<file path="src/rtl/mem_port_arbiter_if.sv">
// Bundles the fetch port, data port and shared-memory port of mem_port_arbiter.
// The slave modport is the arbiter's view; master is the requester/memory side.
interface mem_port_arbiter_if #(
  parameter int ADDR_W = 32,
  parameter int DATA_W = 32
);
  logic              if_req;
  logic [ADDR_W-1:0] if_addr;
  logic              if_ready;
  logic [DATA_W-1:0] if_rdata;
  logic              dm_req;
  logic              dm_we;
  logic [ADDR_W-1:0] dm_addr;
  logic [DATA_W-1:0] dm_wdata;
  logic              dm_ready;
  logic [DATA_W-1:0] dm_rdata;
  logic [ADDR_W-1:0] mem_addr;
  logic [DATA_W-1:0] mem_wdata;
  logic              mem_read;
  logic              mem_write;
  logic [DATA_W-1:0] mem_rdata;
  logic              busy;

  modport slave (
    input  if_req, if_addr, dm_req, dm_we, dm_addr, dm_wdata, mem_rdata,
    output if_ready, if_rdata, dm_ready, dm_rdata,
           mem_addr, mem_wdata, mem_read, mem_write, busy
  );

  modport master (
    output if_req, if_addr, dm_req, dm_we, dm_addr, dm_wdata, mem_rdata,
    input  if_ready, if_rdata, dm_ready, dm_rdata,
           mem_addr, mem_wdata, mem_read, mem_write, busy
  );
endinterface

</file>
<file path="src/rtl/mem_port_arbiter.sv">
// Two-requester (fetch / data) arbiter onto a single-ported memory, IDLE->ACCESS->DONE.
// Define ARB_ROUND_ROBIN_EN to alternate on contention; otherwise the data port always wins.
module mem_port_arbiter #(
  parameter int ADDR_W = 32,
  parameter int DATA_W = 32
) (
  input logic                clk,
  input logic                reset,
  mem_port_arbiter_if.slave  bus
);

  typedef enum logic [1:0] {IDLE, ACCESS, DONE} state_e;

  state_e            state_q, state_d;
  logic [ADDR_W-1:0] addr_q, addr_d;
  logic [DATA_W-1:0] wdata_q, wdata_d;
  logic [DATA_W-1:0] if_rdata_q, if_rdata_d;
  logic [DATA_W-1:0] dm_rdata_q, dm_rdata_d;
  logic              we_q, we_d;
  logic              gnt_dm_q, gnt_dm_d;
  logic              pick_dm;

`ifdef ARB_ROUND_ROBIN_EN
  // last_dm_q=1 means the data port won the previous grant
  logic last_dm_q, last_dm_d;

  always_comb begin
    pick_dm = bus.dm_req;
    if (bus.if_req && bus.dm_req) pick_dm = !last_dm_q;
  end
`else
  assign pick_dm = bus.dm_req;
`endif

  always_comb begin
    state_d    = state_q;
    addr_d     = addr_q;
    wdata_d    = wdata_q;
    we_d       = we_q;
    gnt_dm_d   = gnt_dm_q;
    if_rdata_d = if_rdata_q;
    dm_rdata_d = dm_rdata_q;
`ifdef ARB_ROUND_ROBIN_EN
    last_dm_d  = last_dm_q;
`endif
    case (state_q)
      IDLE: begin
        if (bus.if_req || bus.dm_req) begin
          gnt_dm_d = pick_dm;
          addr_d   = pick_dm ? bus.dm_addr : bus.if_addr;
          we_d     = pick_dm && bus.dm_we;
          if (pick_dm && bus.dm_we) wdata_d = bus.dm_wdata;
`ifdef ARB_ROUND_ROBIN_EN
          last_dm_d = pick_dm;
`endif
          state_d  = ACCESS;
        end
      end
      ACCESS: begin
        if (!we_q) begin
          if (gnt_dm_q) dm_rdata_d = bus.mem_rdata;
          else          if_rdata_d = bus.mem_rdata;
        end
        state_d = DONE;
      end
      DONE:    state_d = IDLE;
      default: state_d = IDLE;
    endcase
  end

  always_ff @(posedge clk or negedge reset) begin
    if (!reset) begin
      state_q    <= IDLE;
      addr_q     <= '0;
      wdata_q    <= '0;
      we_q       <= 1'b0;
      gnt_dm_q   <= 1'b0;
      if_rdata_q <= '0;
      dm_rdata_q <= '0;
`ifdef ARB_ROUND_ROBIN_EN
      last_dm_q  <= 1'b1;
`endif
    end else begin
      state_q    <= state_d;
      addr_q     <= addr_d;
      wdata_q    <= wdata_d;
      we_q       <= we_d;
      gnt_dm_q   <= gnt_dm_d;
      if_rdata_q <= if_rdata_d;
      dm_rdata_q <= dm_rdata_d;
`ifdef ARB_ROUND_ROBIN_EN
      last_dm_q  <= last_dm_d;
`endif
    end
  end

  // Strobes and ready pulses decode straight from state so reset kills them without a clock.
  assign bus.mem_addr  = addr_q;
  assign bus.mem_wdata = wdata_q;
  assign bus.mem_read  = (state_q == ACCESS) && !we_q;
  assign bus.mem_write = (state_q == ACCESS) &&  we_q;
  assign bus.if_ready  = (state_q == DONE) && !gnt_dm_q;
  assign bus.dm_ready  = (state_q == DONE) &&  gnt_dm_q;
  assign bus.if_rdata  = if_rdata_q;
  assign bus.dm_rdata  = dm_rdata_q;
  assign bus.busy      = (state_q != IDLE);

endmodule

</file>
<file path="src/flat_wrapper.sv">
// flat-port wrapper written by rule: the top's interface ports become plain ports
module mem_port_arbiter_flat 
#(
  parameter int ADDR_W = 32,
  parameter int DATA_W = 32
)
  (clk, reset, bus_if_req, bus_if_addr, bus_dm_req, bus_dm_we, bus_dm_addr, bus_dm_wdata, bus_mem_rdata, bus_if_ready, bus_if_rdata, bus_dm_ready, bus_dm_rdata, bus_mem_addr, bus_mem_wdata, bus_mem_read, bus_mem_write, bus_busy);
  mem_port_arbiter_if #(.ADDR_W(ADDR_W), .DATA_W(DATA_W)) bus_i ();
  input logic clk;
  input logic reset;
  input wire logic [$bits(bus_i.if_req)-1:0] bus_if_req;
  input wire logic [$bits(bus_i.if_addr)-1:0] bus_if_addr;
  input wire logic [$bits(bus_i.dm_req)-1:0] bus_dm_req;
  input wire logic [$bits(bus_i.dm_we)-1:0] bus_dm_we;
  input wire logic [$bits(bus_i.dm_addr)-1:0] bus_dm_addr;
  input wire logic [$bits(bus_i.dm_wdata)-1:0] bus_dm_wdata;
  input wire logic [$bits(bus_i.mem_rdata)-1:0] bus_mem_rdata;
  output wire logic [$bits(bus_i.if_ready)-1:0] bus_if_ready;
  output wire logic [$bits(bus_i.if_rdata)-1:0] bus_if_rdata;
  output wire logic [$bits(bus_i.dm_ready)-1:0] bus_dm_ready;
  output wire logic [$bits(bus_i.dm_rdata)-1:0] bus_dm_rdata;
  output wire logic [$bits(bus_i.mem_addr)-1:0] bus_mem_addr;
  output wire logic [$bits(bus_i.mem_wdata)-1:0] bus_mem_wdata;
  output wire logic [$bits(bus_i.mem_read)-1:0] bus_mem_read;
  output wire logic [$bits(bus_i.mem_write)-1:0] bus_mem_write;
  output wire logic [$bits(bus_i.busy)-1:0] bus_busy;
  assign bus_i.if_req = bus_if_req;
  assign bus_i.if_addr = bus_if_addr;
  assign bus_i.dm_req = bus_dm_req;
  assign bus_i.dm_we = bus_dm_we;
  assign bus_i.dm_addr = bus_dm_addr;
  assign bus_i.dm_wdata = bus_dm_wdata;
  assign bus_i.mem_rdata = bus_mem_rdata;
  assign bus_if_ready = bus_i.if_ready;
  assign bus_if_rdata = bus_i.if_rdata;
  assign bus_dm_ready = bus_i.dm_ready;
  assign bus_dm_rdata = bus_i.dm_rdata;
  assign bus_mem_addr = bus_i.mem_addr;
  assign bus_mem_wdata = bus_i.mem_wdata;
  assign bus_mem_read = bus_i.mem_read;
  assign bus_mem_write = bus_i.mem_write;
  assign bus_busy = bus_i.busy;
  mem_port_arbiter #(.ADDR_W(ADDR_W), .DATA_W(DATA_W)) u_core (.clk(clk), .reset(reset), .bus(bus_i));
endmodule
</file>
<file path="config.mk">
export PLATFORM = sky130hd
export DESIGN_NAME = mem_port_arbiter_flat
export DESIGN_NICKNAME = d
export VERILOG_FILES = /design/src/rtl/mem_port_arbiter_if.sv /design/src/rtl/mem_port_arbiter.sv /design/src/flat_wrapper.sv
export SDC_FILE = /design/constraint.sdc
export NUM_CORES = 1
export LEC_CHECK = 0
export ABC_AREA = 1
export ABC_CLOCK_PERIOD_IN_PS = 1250
export CAP_MARGIN = 0
export CELL_PAD_IN_SITES_DETAIL_PLACEMENT = 1
export CELL_PAD_IN_SITES_GLOBAL_PLACEMENT = 2
export CORE_MARGIN = 5
export CORE_UTILIZATION = 20
export CTS_BUF_LIST = sky130_fd_sc_hd__clkbuf_16
export CTS_CLUSTER_SIZE = 20
export DETAILED_ROUTE_END_ITERATION = 7
export GPL_TIMING_DRIVEN = 0
export PLACE_DENSITY = 0.73
export SLEW_MARGIN = 20
export SYNTH_ARGS = -nofsm -noshare
export SYNTH_HDL_FRONTEND = slang
export SYNTH_SLANG_ARGS = --single-unit
</file>
<file path="constraint.sdc">
create_clock -name clk -period 1.25 [get_ports clk]
set_input_delay 0.1875 -clock clk [delete_from_list [all_inputs] [get_ports clk]]
set_output_delay 0.1875 -clock clk [all_outputs]
set_load 0.05 [all_outputs]
</file>
# Word-level counts from Yosys, hierarchy flattened
# Index checks and enable logic that the tools add are counted.
[op_classes]
n_eq_ne = 3
mux = 3
n_bitwise = 2
reduce_logical = 14
[op_table]
columns = ["op", "count"]
rows = [
  ["two-way mux 32 bit", 1],
  ["AND reduction 3 bit", 3],
  ["logical AND 1 bit", 5],
  ["case mux 2 bit (2 select lines)", 1],
  ["== test 2 x 1 -> 1 bit, second input constant", 1],
  ["== test 2 bit, second input constant", 1],
  ["zero test 1 bit", 2],
  ["zero test 2 bit", 1],
  ["two-way mux 2 bit", 1],
  ["inequality test 2 x 1 -> 1 bit, second input constant", 1],
  ["NOT 1 bit", 2],
  ["AND reduction 2 bit", 1],
  ["nonzero test 2 bit", 1],
  ["logical OR 1 bit", 1],
]
[word_totals]
register_bits = 132
out_inout_bits = 133
wordCells = 29

# Longest topological paths before layout
[logic_depth]
ltp_word = 3
ltp_mapped = 6
mapped_depth_nobuf = 5

# Worst setup path after synthesis
# OpenSTA, ideal clock, no wires.
[synth_path]
path_type = "reg2out"
from = "reg u_core.gnt_dm_q"
to = "out bus_if_ready"
arrival_ns = 1.798
t_required_ns = 1.062
setup_slack_ns = -0.735
stages_incl_launch_ff = 4
n_path_buf = 2
cell_sequence = "dfrtp_1 -> buf_2 -> buf_1 -> nor3_1"
[synth_via]
elab_chain_len = 2
[synth_rtl]
columns = ["item", "line_no", "text"]
rows = [
  ["from (decl)", "mem_port_arbiter.sv:20", "logic gnt_dm_q, gnt_dm_d;"],
  ["from (signal assigned)", "mem_port_arbiter.sv:88", "gnt_dm_q <= gnt_dm_d;"],
  ["zero test 1 bit", "mem_port_arbiter.sv:102", "assign bus.if_ready = (state_q == DONE) && !gnt_dm_q;"],
  ["logical AND 1 bit", "mem_port_arbiter.sv:102", ""],
  ["to (decl)", "flat_wrapper.sv:18", "output wire logic [$bits(bus_i.if_ready)-1:0] bus_if_ready;"],
]
# Every way passes these cells.

# Final worst setup path
[layout_path]
from = "reg u_core.state_q[0]"
to = "out bus_if_ready"
[layout_via]
elab_chain_len = 2
[layout_rtl]
columns = ["item", "line_no", "text"]
rows = [
  ["from (decl)", "mem_port_arbiter.sv:14", "state_e state_q, state_d;"],
  ["from (signal assigned)", "mem_port_arbiter.sv:84", "state_q <= state_d;"],
  ["== test 2 bit", "mem_port_arbiter.sv:102", ""],
  ["logical AND 1 bit", "mem_port_arbiter.sv:102", ""],
]
# Every way passes these cells.

==> results by group <==
Final layout
  – Nets: 1149
  – Area grow syn2layout: 88.3%
  – Area of the multi-input gates: around 0.0025 sq mm
  – Final Instance Count excl. Fillers: 1408
  – Post-layout util: 0.382
  – Sequential standard cell area: 0.00331 sq mm
  – Share of cells above drive strength 1: 0.382
  – Fillers: 3211

Clock tree
  – CTS tree: built
  – Htree depth: 4
  – CTS Buffer Depth: 2
  – CTS Buf Count: 17
  – CTS Sinks: 132
  – Clock Latency Late Sink: 0.42 ns
  – Reg clk slew, reported paths: 0.07 ns
  – Root buf cell: clkbuf_16

Global route
  – Initial antenna violation count: 1
  – Grt total ovfl: 0
  – Largest net degree at the start of global routing: 90
  – First-pass GRT wire length: between 30000 and 40000 um
  – Tot GR Track Use: 0.151
  – Vias in the first global route: about 6300

Synth
  – Library cells used by synthesis: 17
  – Top cells by area, synth: dfrtp_1 (59%), nand2_1 (22%), nand3_1 (5.7%)
  – Post-synth top cells: nand2_1 (327), dfrtp_1 (132), nand3_1 (64)
  – Yosys top cell by area: dfrtp_1
  – Predominant post-synthesis flop cell: dfrtp_1
  – Post-synth top area share: 0.587
  – Most instantiated library cell after synthesis: nand2_1
  – Ys async rst share: 1.00
  – EDFF count, synth: 0
  – Synth Net Count: 814
  – Syn Inst Count: 681
  – Seq/Total Area, Yosys: 0.587
  – Synthesized cell area: ~0.0056 sq mm
  – Synth warn: 0
  – Mapped Avg Cell Area: 8.27 sq um
  – Post-synthesis register bit count: 132

Route
  – Routed wire per std cell: 17.3 um
  – 1st-pass router iterations: 4
  – Drt drc: 0
  – Post-route antenna net violation count: 0
  – Post-Route WL: roughly 24000 um
  – 1st-iter DRT viols: 188
  – Avg Vias per Cell: 4.13
  – Vias: 5814

STA
  – Final Critical Period: about 1.6 ns
  – Crit share post-route: 1.30
  – Final Hold Fails: 0
  – Setup WS post-layout: -0.381 ns
  – Achievable Freq: about 0.61 GHz
  – Hold_ws: 0.269 ns
  – Setup violators final: roughly 140
  – Worst-Margin Slew: 0.490 ns
  – Unrepaired setup endpoints after global routing: yes
  – Slew headroom: 0.673
  – Skew final: 0.0113 ns
  – Final Max Slew Viols: 0

Worst setup path
  – Worst Setup Path Type: reg2out
  – R2r endpoint: u_core.bus.mem_wdata[8]$_DFFE_PN0P_
  – Crit path DAT: about 1.4 ns
  – Endpoint type of the worst setup path: output port
  – Most common cell on crit path: buf_6
  – Worst R2R Start: u_core.state_q[1]$_DFFE_PN0P_
  – Crit-path max cell delay: around 0.41 ns
  – Critical path required time: approximately 1.1 ns
  – FF-to-FF setup slack: -0.24 ns
  – Critical-path top delay cell: dfrtp_2
  – Critical path destination: bus_if_ready
  – CP Max Fanout: 3
  – Crit. Startpoint: u_core.state_q[0]$_DFFE_PN0P_
  – Cells on worst reg2reg path: 9
  – CP Cell Sequence: buf_4, buf_6, nor3_4, buf_6
  – Setup crit start kind: register

Power and ir drop
  – Leak pwr: 0.00526 uW
  – Worst vdd ir: 0.875 mV
  – Pwr dens: between 3000 and 4000 mW/mm^2
  – Total power: 33700 uW

Placement
  – Placed instance count: 1325
  – Post-DP HPWL: between 15000 and 20000 um
  – Pre-CTS WS: -0.946 ns
  – Routability cong.: 0.737
  – Port Buffers: 265

Floorplanning
  – Horiz. Die Dim: between 150 and 200 um
  – Die Ht: 178 um
  – FP Rows: 61
  – Die footprint: 0.0316 sq mm
  – Top Ports: 266
  – Initial Util: 0.203
  – Core area: about 0.028 sq mm

Hold path
  – Worst hold path type: in2async

Outcome
  – Failing checks: setup timing
  – Status: finished with violations

Run
  – Maxcap violations: 0
## cell usage in the layout (no fill, tap or decap), drive strengths merged
cell,netlist,layout
clkbuf,15,61
inv,37,43
nand3,64,64
buf,30,184
o21ai,34,35
and3,1,1
dlygate4sd2,0,1
nor2,7,7
clkinv,0,1
nor3,1,1
clkinvlp,0,3
nand2,327,327
diode,0,2
dlygate4sd3,0,1
clkdlybuf4s50,0,130
bufinv,0,4
nand4,33,33
dfrtp,132,132
## power by group
part	internal, uW	total (uW)	switching, uW
combinational	7230	20400	13100
sequential	6350	7890	1540
clock	3370	5470	2110
## cell type report
class	instances	share of cell area
Clock inverter	14	0.0190
Multi-Input combinational cell	468	0.233
Timing Repair Buffer	317	0.295
Inverter	37	0.0138
Antenna cell	2	0.000472
Tap cell	378	0.0446
Buffer	43	0.0418
Sequential cell	132	0.312
Clock buffer	17	0.0401
## kinds of logic (layout without fill, tap and decap cells)
group | count (synthesis) | after routing | synth area share
and+or+nand+nor | 433 | 433 | 0.321
other | 0 | 2 | 0
AOI/OAI and AO/OA | 34 | 35 | 0.0302
buffers and inverters | 82 | 428 | 0.0622
DFF | 132 | 132 | 0.587
## critical path, delay by kind of cell, from the launching register on
kind	cells	cell delay [ns]
AND/OR/NAND/NOR	1	0.18
buffers and inverters	3	0.45
flip-flops	1	0.41
## how the worst min path moves through the flow
stage	from	endpoint	slack, ns	depth (start not counted)
final	reset	u_core.bus.dm_rdata[12]$_DFFE_PN0P_	0.27	2
after global placement	u_core.bus.dm_rdata[8]$_DFFE_PN0P_	u_core.bus.dm_rdata[8]$_DFFE_PN0P_	0.45	2
after global routing	reset	u_core.bus.dm_rdata[12]$_DFFE_PN0P_	0.30	2
after CTS	reset	u_core.bus.dm_rdata[12]$_DFFE_PN0P_	0.26	2
after detailed placement	reset	u_core.bus.dm_rdata[12]$_DFFE_PN0P_	0.12	1
after floorplan	reset	u_core.bus.dm_rdata[0]$_DFFE_PN0P_	-0.11	0
## state kept, by name, summed over array words and instances, names as in the netlist
| name | cells |
|---|---|
| u_core.bus.dm_rdata | 32 |
| u_core.bus.if_rdata | 32 |
| u_core.bus.mem_addr | 32 |
| u_core.bus.mem_wdata | 32 |
| u_core.state_q | 2 |
| u_core.gnt_dm_q | 1 |
| u_core.we_q | 1 |
## stage by stage
stage          TNS (ns)  instance area (sq um)
2_1_floorplan     -2.61                   5670
3_3_place_gp    -865.73                   8800
3_5_place_dp     -81.20                   8830
4_1_cts          -12.57                   9700
5_1_grt          -32.32                  10600
6_report         -23.43                  10600
## repair_timing
action,CTS,global route
hold buffers,1,0
pin swaps,7,20
endpoints found under the hold margin,43,0
gates resized for setup,853,255
gates cloned,9,6
setup buffers,21,15
setup endpoints to repair,265,181
## per-layer routing
metal | part of all wire | up-vias | track usage
li1 | - | 2845 | -
met1 | 0.45 | 2773 | 0.202
met2 | 0.46 | 177 | 0.234
met3 | 0.074 | 17 | 0.0505
met4 | 0.0096 | 2 | 0.0396
met5 | 0.00053 | - | 0
Note: power is estimated with default switching activity, not from simulation.
==> patch 1: new RTL, same flow settings <==
Make the reset (`reset`) synchronous in one clocked block.
--- a/src/rtl/mem_port_arbiter.sv
+++ b/src/rtl/mem_port_arbiter.sv
@@ -70,3 +70,3 @@
 
-  always_ff @(posedge clk or negedge reset) begin
+  always_ff @(posedge clk) begin
     if (!reset) begin
Check against the original RTL: differs if reset is asserted again (counterexample within 4 cycles, from zero or initial values and one cycle with reset low); with reset held inactive, the same outputs for 4 cycles.
==> patch 1 against the original RTL <==
  * The run still ends with setup timing left
  * Final area shrank 2.8%
  * Global-route usage rose by 0.65 points
  * Clock skew hardly changed
  * Synthesized area shrank 0.20%
  * Sequential cell count unchanged
  * Wire length up 4.2%
  * Worst setup slack improved by 62 ps
Power is not compared: it rests on default switching activity, and its combinational part moved more than twofold at a synthesized area within 25%.
==> patch 1: results (changes against the original RTL) <==
| Metric | Value |
|---|---|
| Largest net degree at the start of global routing | `17 (-81%)` |
| Detailed-route DRC error count | `0 (unchanged)` |
| Leading post-synthesis cells by instance count | `nand2_1, dfxtp_1, nor2_1` |
| Worst setup startpoint | `u_core.state_q[0]` |
| Cell types occupying the most area after synthesis | `dfxtp_1, nand2_1, nor2_1` |
| Die boundary width | `178 um (about the same)` |
| Distinct cell type count after synthesis | `18 (+1)` |
| Post-detailed-routing wire length | `25400 um (+4.2%)` |
| Reg2Reg Depth | `8 (-1)` |
| Maximum net fanout on the critical path | `3 (unchanged)` |
| Accumulated negative setup slack | `-18480 ps (+4950 ps)` |
| Clock latency reported for the late side of the worst-skew pair | `420 ps (about the same)` |
| Fraction of layout instances using a drive strength above 1 | `0.320 (-0.0625)` |
| Routability congestion estimate from global placement | `0.788 (+6.9%)` |
| Share of synthesized flip-flops with an asynchronous set or reset | `0 (-1.00)` |
| Cells after synthesis | `828 (+22%)` |
| Violated checks | `setup timing` |
| Static Leakage | `4.55 nW` |
| DR vias | `6403 (+10%)` |
| Setup violations, final | `133 (-1.5%)` |
| Setup crit end | `bus_mem_write` |
| Initial detailed-routing violation count | `243 (+29%)` |
| Reg2reg setup slack | `-170 ps (+70 ps)` |
| Global-route wire length before repair | `38300 um (+3.3%)` |
| Synthesized Nets | `961 (+18%)` |
| Routed length per placed instance | `16.5 um (-4.5%)` |
| Class of the tightest hold or removal check | `primary input to register` |
| Most numerous cell in the Yosys netlist | `nand2_1` |
| Data arrival time of the worst path | `1380 ps (-60 ps)` |
| Pin slew with the least headroom to its limit | `667 ps (+176 ps)` |
| Gate family responsible for the most delay along the worst path | `buffers and inverters` |
| All-layer global routing usage | `0.157 (+0.00647)` |
| Cell Count Post-Placement | `1471 (+11%)` |
| Worst r2r dst | `u_core.bus.mem_wdata[23]` |
| Number of global-route vias before repair | `6642 (+5.1%)` |
| Final HPWL from detailed placement | `18700 um (+11%)` |
| Maximum level of the CTS H-tree | `4 (unchanged)` |
| Root buffer cell | `clkbuf_16` |
| Crit path largest cell delay | `370 ps (-40 ps)` |
| # nets final | `1278 (+11%)` |
| Number of antenna violations at the first check in global routing | `1 (unchanged)` |
| Run status | `finished, violations left` |
| Setup slack at placement | `-1030 ps (-85.0 ps)` |
| Final worst slack | `-319 ps (+62.3 ps)` |
| Highest-delay cell along the critical path | `dfxtp_4` |
| Largest clock skew in the final design | `11.3 ps (-0.0654 ps)` |
| Seq/Total Area, Yosys | `0.470 (-0.116)` |
| Cell area reported after detailed placement | `0.00879 mm^2 (-0.47%)` |
## patch 1: kinds of logic after synthesis
family          share of synthesized area
compound gates                     0.0888
buf+inv                             0.120
flops                               0.470
simple gates                        0.320
## patch 1: worst min path at each step
stage,start,endpoint,slack (ps),cells after the start
finish,bus_dm_wdata[19],u_core.bus.mem_wdata[19],350,3
global route,bus_dm_wdata[19],u_core.bus.mem_wdata[19],330,3
CTS,bus_dm_wdata[22],u_core.bus.mem_wdata[22],330,3
detailed placement,u_core.bus.if_rdata[20],u_core.bus.if_rdata[20],450,2
global placement,u_core.bus.mem_wdata[26],u_core.bus.mem_wdata[26],450,2
floorplan,bus_mem_rdata[22],u_core.bus.if_rdata[22],350,2
## patch 1: timing repair
action,CTS,global route
setup endpoints to repair,261,221
setup buffers,16,7
gates cloned,6,5
pin swaps,23,27
gates resized for setup,896,158
## patch 1: power by group
part | switching (mW) | internal [mW] | total, mW
clock | 2.03 | 3.52 | 5.56
sequential | 0.170 | 4.49 | 4.66
combinational | 2.39 | 1.52 | 3.91
total | 4.59 | 9.53 | 14.1
## patch 1: layout make-up
| type | count | area (um^2) |
|---|---|---|
| fill | 3398 | 17500 |
| multi-input combinational | 531 | 2840 |
| timing repair buffer | 299 | 2800 |
| sequential | 132 | 2660 |
| buffer | 59 | 493 |
| tap | 378 | 473 |
| clock buffer | 17 | 425 |
| inverter | 105 | 397 |
| clock inverter | 14 | 213 |
| antenna | 1 | 2.50 |
## patch 1: layer usage
layer / vias up / track usage / share of wire
met3: 19 / 0.0618 / 0.079
met5: - / 0 / 0
met4: 0 / 0.0406 / 0.011
met2: 191 / 0.256 / 0.47
li1: 3218 / - / -
met1: 2975 / 0.195 / 0.44
==> patch 2: new RTL, same flow settings <==
Made on the original files. `DATA_W` is set to 32 in 3 places; all go to 64.
--- a/src/rtl/mem_port_arbiter_if.sv
+++ b/src/rtl/mem_port_arbiter_if.sv
@@ -4,3 +4,3 @@
   parameter int ADDR_W = 32,
-  parameter int DATA_W = 32
+  parameter int DATA_W = 64
 );
--- a/src/rtl/mem_port_arbiter.sv
+++ b/src/rtl/mem_port_arbiter.sv
@@ -4,3 +4,3 @@
   parameter int ADDR_W = 32,
-  parameter int DATA_W = 32
+  parameter int DATA_W = 64
 ) (
--- a/src/flat_wrapper.sv
+++ b/src/flat_wrapper.sv
@@ -4,3 +4,3 @@
   parameter int ADDR_W = 32,
-  parameter int DATA_W = 32
+  parameter int DATA_W = 64
 )
Ports: changed (5 resized); port bits go from 266 to 426. No check against the original RTL was run, so the function may have changed too.
==> patch 2 against the original RTL <==
  * Clock skew rose by 4.0 ps
  * Final cell count rose by 63%
  * Sequential power grew 76%
  * Sequential cell count rose by 96
  * Final area rose by 67%
  * Wire length is 87% higher
  * The run still ends with setup timing left
  * Synthesized area rose by 68%
  * Total power up 74%
  * Worst setup slack got worse by 210 ps
  * Combinational power up 81%
==> patch 2: results (changes against the original RTL) <==
| Metric | Value |
|---|---|
| Cell types occupying the most area after synthesis | `dfrtp_1, nand2_1, nand3_1` |
| DR vias | `9848 (+69%)` |
| Number of buffers added by the clock tree synthesis step | `29 (+12)` |
| Largest net degree at the start of global routing | `92 (+2.2%)` |
| Seq/Total Area, Yosys | `0.603 (+0.0163)` |
| Routability congestion estimate from global placement | `0.782 (+6.2%)` |
| All-layer global routing usage | `0.164 (+0.0130)` |
| Reg2reg setup slack | `-570 ps (-330 ps)` |
| Maximum net fanout on the critical path | `2 (-1)` |
| Worst setup startpoint | `u_core.state_q[1]` |
| Max Buffers Root-to-Sink | `3 (+1)` |
| Crit path largest cell delay | `430 ps (+20 ps)` |
| Static Leakage | `8.90 nW (+69%)` |
| Final HPWL from detailed placement | `32100 um (+91%)` |
| Number of global-route vias before repair | `10764 (+70%)` |
| Clock latency reported for the late side of the worst-skew pair | `580 ps (+160 ps)` |
| Share of synthesized flip-flops with an asynchronous set or reset | `1.00 (unchanged)` |
| Normalized max-slew margin | `0.614 (-0.0589)` |
| Cell Count Post-Placement | `2136 (+61%)` |
| Data arrival time of the worst path | `1660 ps (+220 ps)` |
| Final worst slack | `-594 ps (-213 ps)` |
| Leading post-synthesis cells by instance count | `nand2_1, dfrtp_1, nand3_1` |
| Largest clock skew in the final design | `15.4 ps (+4.02 ps)` |
| Setup violations, final | `456 (+240%)` |
| Fraction of layout instances using a drive strength above 1 | `0.326 (-0.0567)` |
| Count of synthesis-stage warnings from yosys | `0 (unchanged)` |
| Setup slack at placement | `-1250 ps (-303 ps)` |
| Synthesized Nets | `1299 (+60%)` |
| Number of buffers inserted by port buffering | `425 (+60%)` |
| TritonRoute pass-1 iters | `4 (unchanged)` |
| Number of antenna violations at the first check in global routing | `4 (+3)` |
| Mean area per synthesized cell | `8.59 um^2 (+3.8%)` |
| Highest-delay cell along the critical path | `dfrtp_2` |
| Run status | `finished, violations left` |
| Number of filler cells placed in the layout | `5337 (+66%)` |
| Routed length per placed instance | `19.9 um (+15%)` |
| Root buffer cell | `clkbuf_16` |
| Maximum level of the CTS H-tree | `1 (-3)` |
| Global-route wire length before repair | `65700 um (+77%)` |
| Register clock-pin slew on the reported worst setup and hold paths | `60 ps` |
| Final cell count without fillers | `2293 (+63%)` |
| Worst supply voltage drop on vdd | `1.62 mV (+85%)` |
| Initial detailed-routing violation count | `382 (+100%)` |
| Distinct cell type count after synthesis | `17 (unchanged)` |
| # nets final | `1858 (+62%)` |
| Class of the tightest hold or removal check | `primary input to async pin` |
| Violated checks | `setup timing` |
[patch 2: changes by cell type in the layout (fill, tap and decap cells not counted), moves of 42 or more]
cell	delta
buf_6	+208
nand3_1	+53
nand2_1	+236
dfrtp_1	+96
buf_4	-42
clkdlybuf4s50_1	+65
[patch 2: where the power goes]
part,internal (mW),switching (mW),total (mW)
clock,4.40,3.42,7.82
sequential,11.0,2.95,13.9
combinational,14.1,22.8,36.9
[patch 2: logic make-up after synthesis]
kind of cell | Yosys count | share of synthesized area
and+or+nand+nor | 721 | 0.322
AOI/OAI and AO/OA | 34 | 0.0180
DFF | 228 | 0.603
buffers and inverters | 119 | 0.0574
[patch 2: area by class of cell]
class                      count  share of cell area
sequential                   228               0.322
tap                          607              0.0429
multi-input combinational    756               0.204
clock inverter                24             0.00826
antenna                        3            0.000424
buffer                        80              0.0422
inverter                      37             0.00854
timing repair buffer         529               0.331
clock buffer                  29              0.0410
[patch 2: worst max-delay path: cells and delay by family (launching register included)]
kind	cells	cell delay [ps]
buf+inv	4	430
flops	1	430
simple gates	2	220
[patch 2: routing by layer]
metal | routed length (um) | vias up | global-route usage
li1 | - | 4663 | -
met1 | 18100 | 4813 | 0.195
met4 | 952 | 2 | 0.0341
met2 | 23000 | 315 | 0.290
met5 | 15 | - | 0
met3 | 3540 | 55 | 0.0542
[patch 2: path summary, 6_finish.rpt]
check                                                 to  cells after the start
worst max-delay path                        bus_mem_read                      6
worst min-delay path             u_core.bus.if_rdata[54]                      2
worst max register to register  u_core.bus.mem_wdata[55]                     11
worst min register to register  u_core.bus.mem_wdata[23]                      2
max in group asynchronous       u_core.bus.mem_wdata[28]                      3
min in group clk                u_core.bus.mem_wdata[33]                      3
[patch 2: repair_timing]
action,in CTS,in global routing
hold buffers,1,0
gates resized for setup,1739,122
setup endpoints to repair,456,457
buffers inserted,65,13
endpoints found under the hold margin,59,0
pin swaps,18,39
cloned,12,14
[patch 2: through the flow]
step	util	hold slack (ps)	instance area (um^2)	TNS, ps	power (mW)
2_1_floorplan	-	-108	9510	-2570	31.6
3_3_place_gp	0.311	453	14500	-2557200	43.3
3_5_place_dp	0.313	152	14600	-158090	43.7
4_1_cts	0.364	119	17000	-89930	57.7
5_1_grt	0.380	152	17700	-134620	61.7
6_report	0.380	139	17700	-107160	58.7
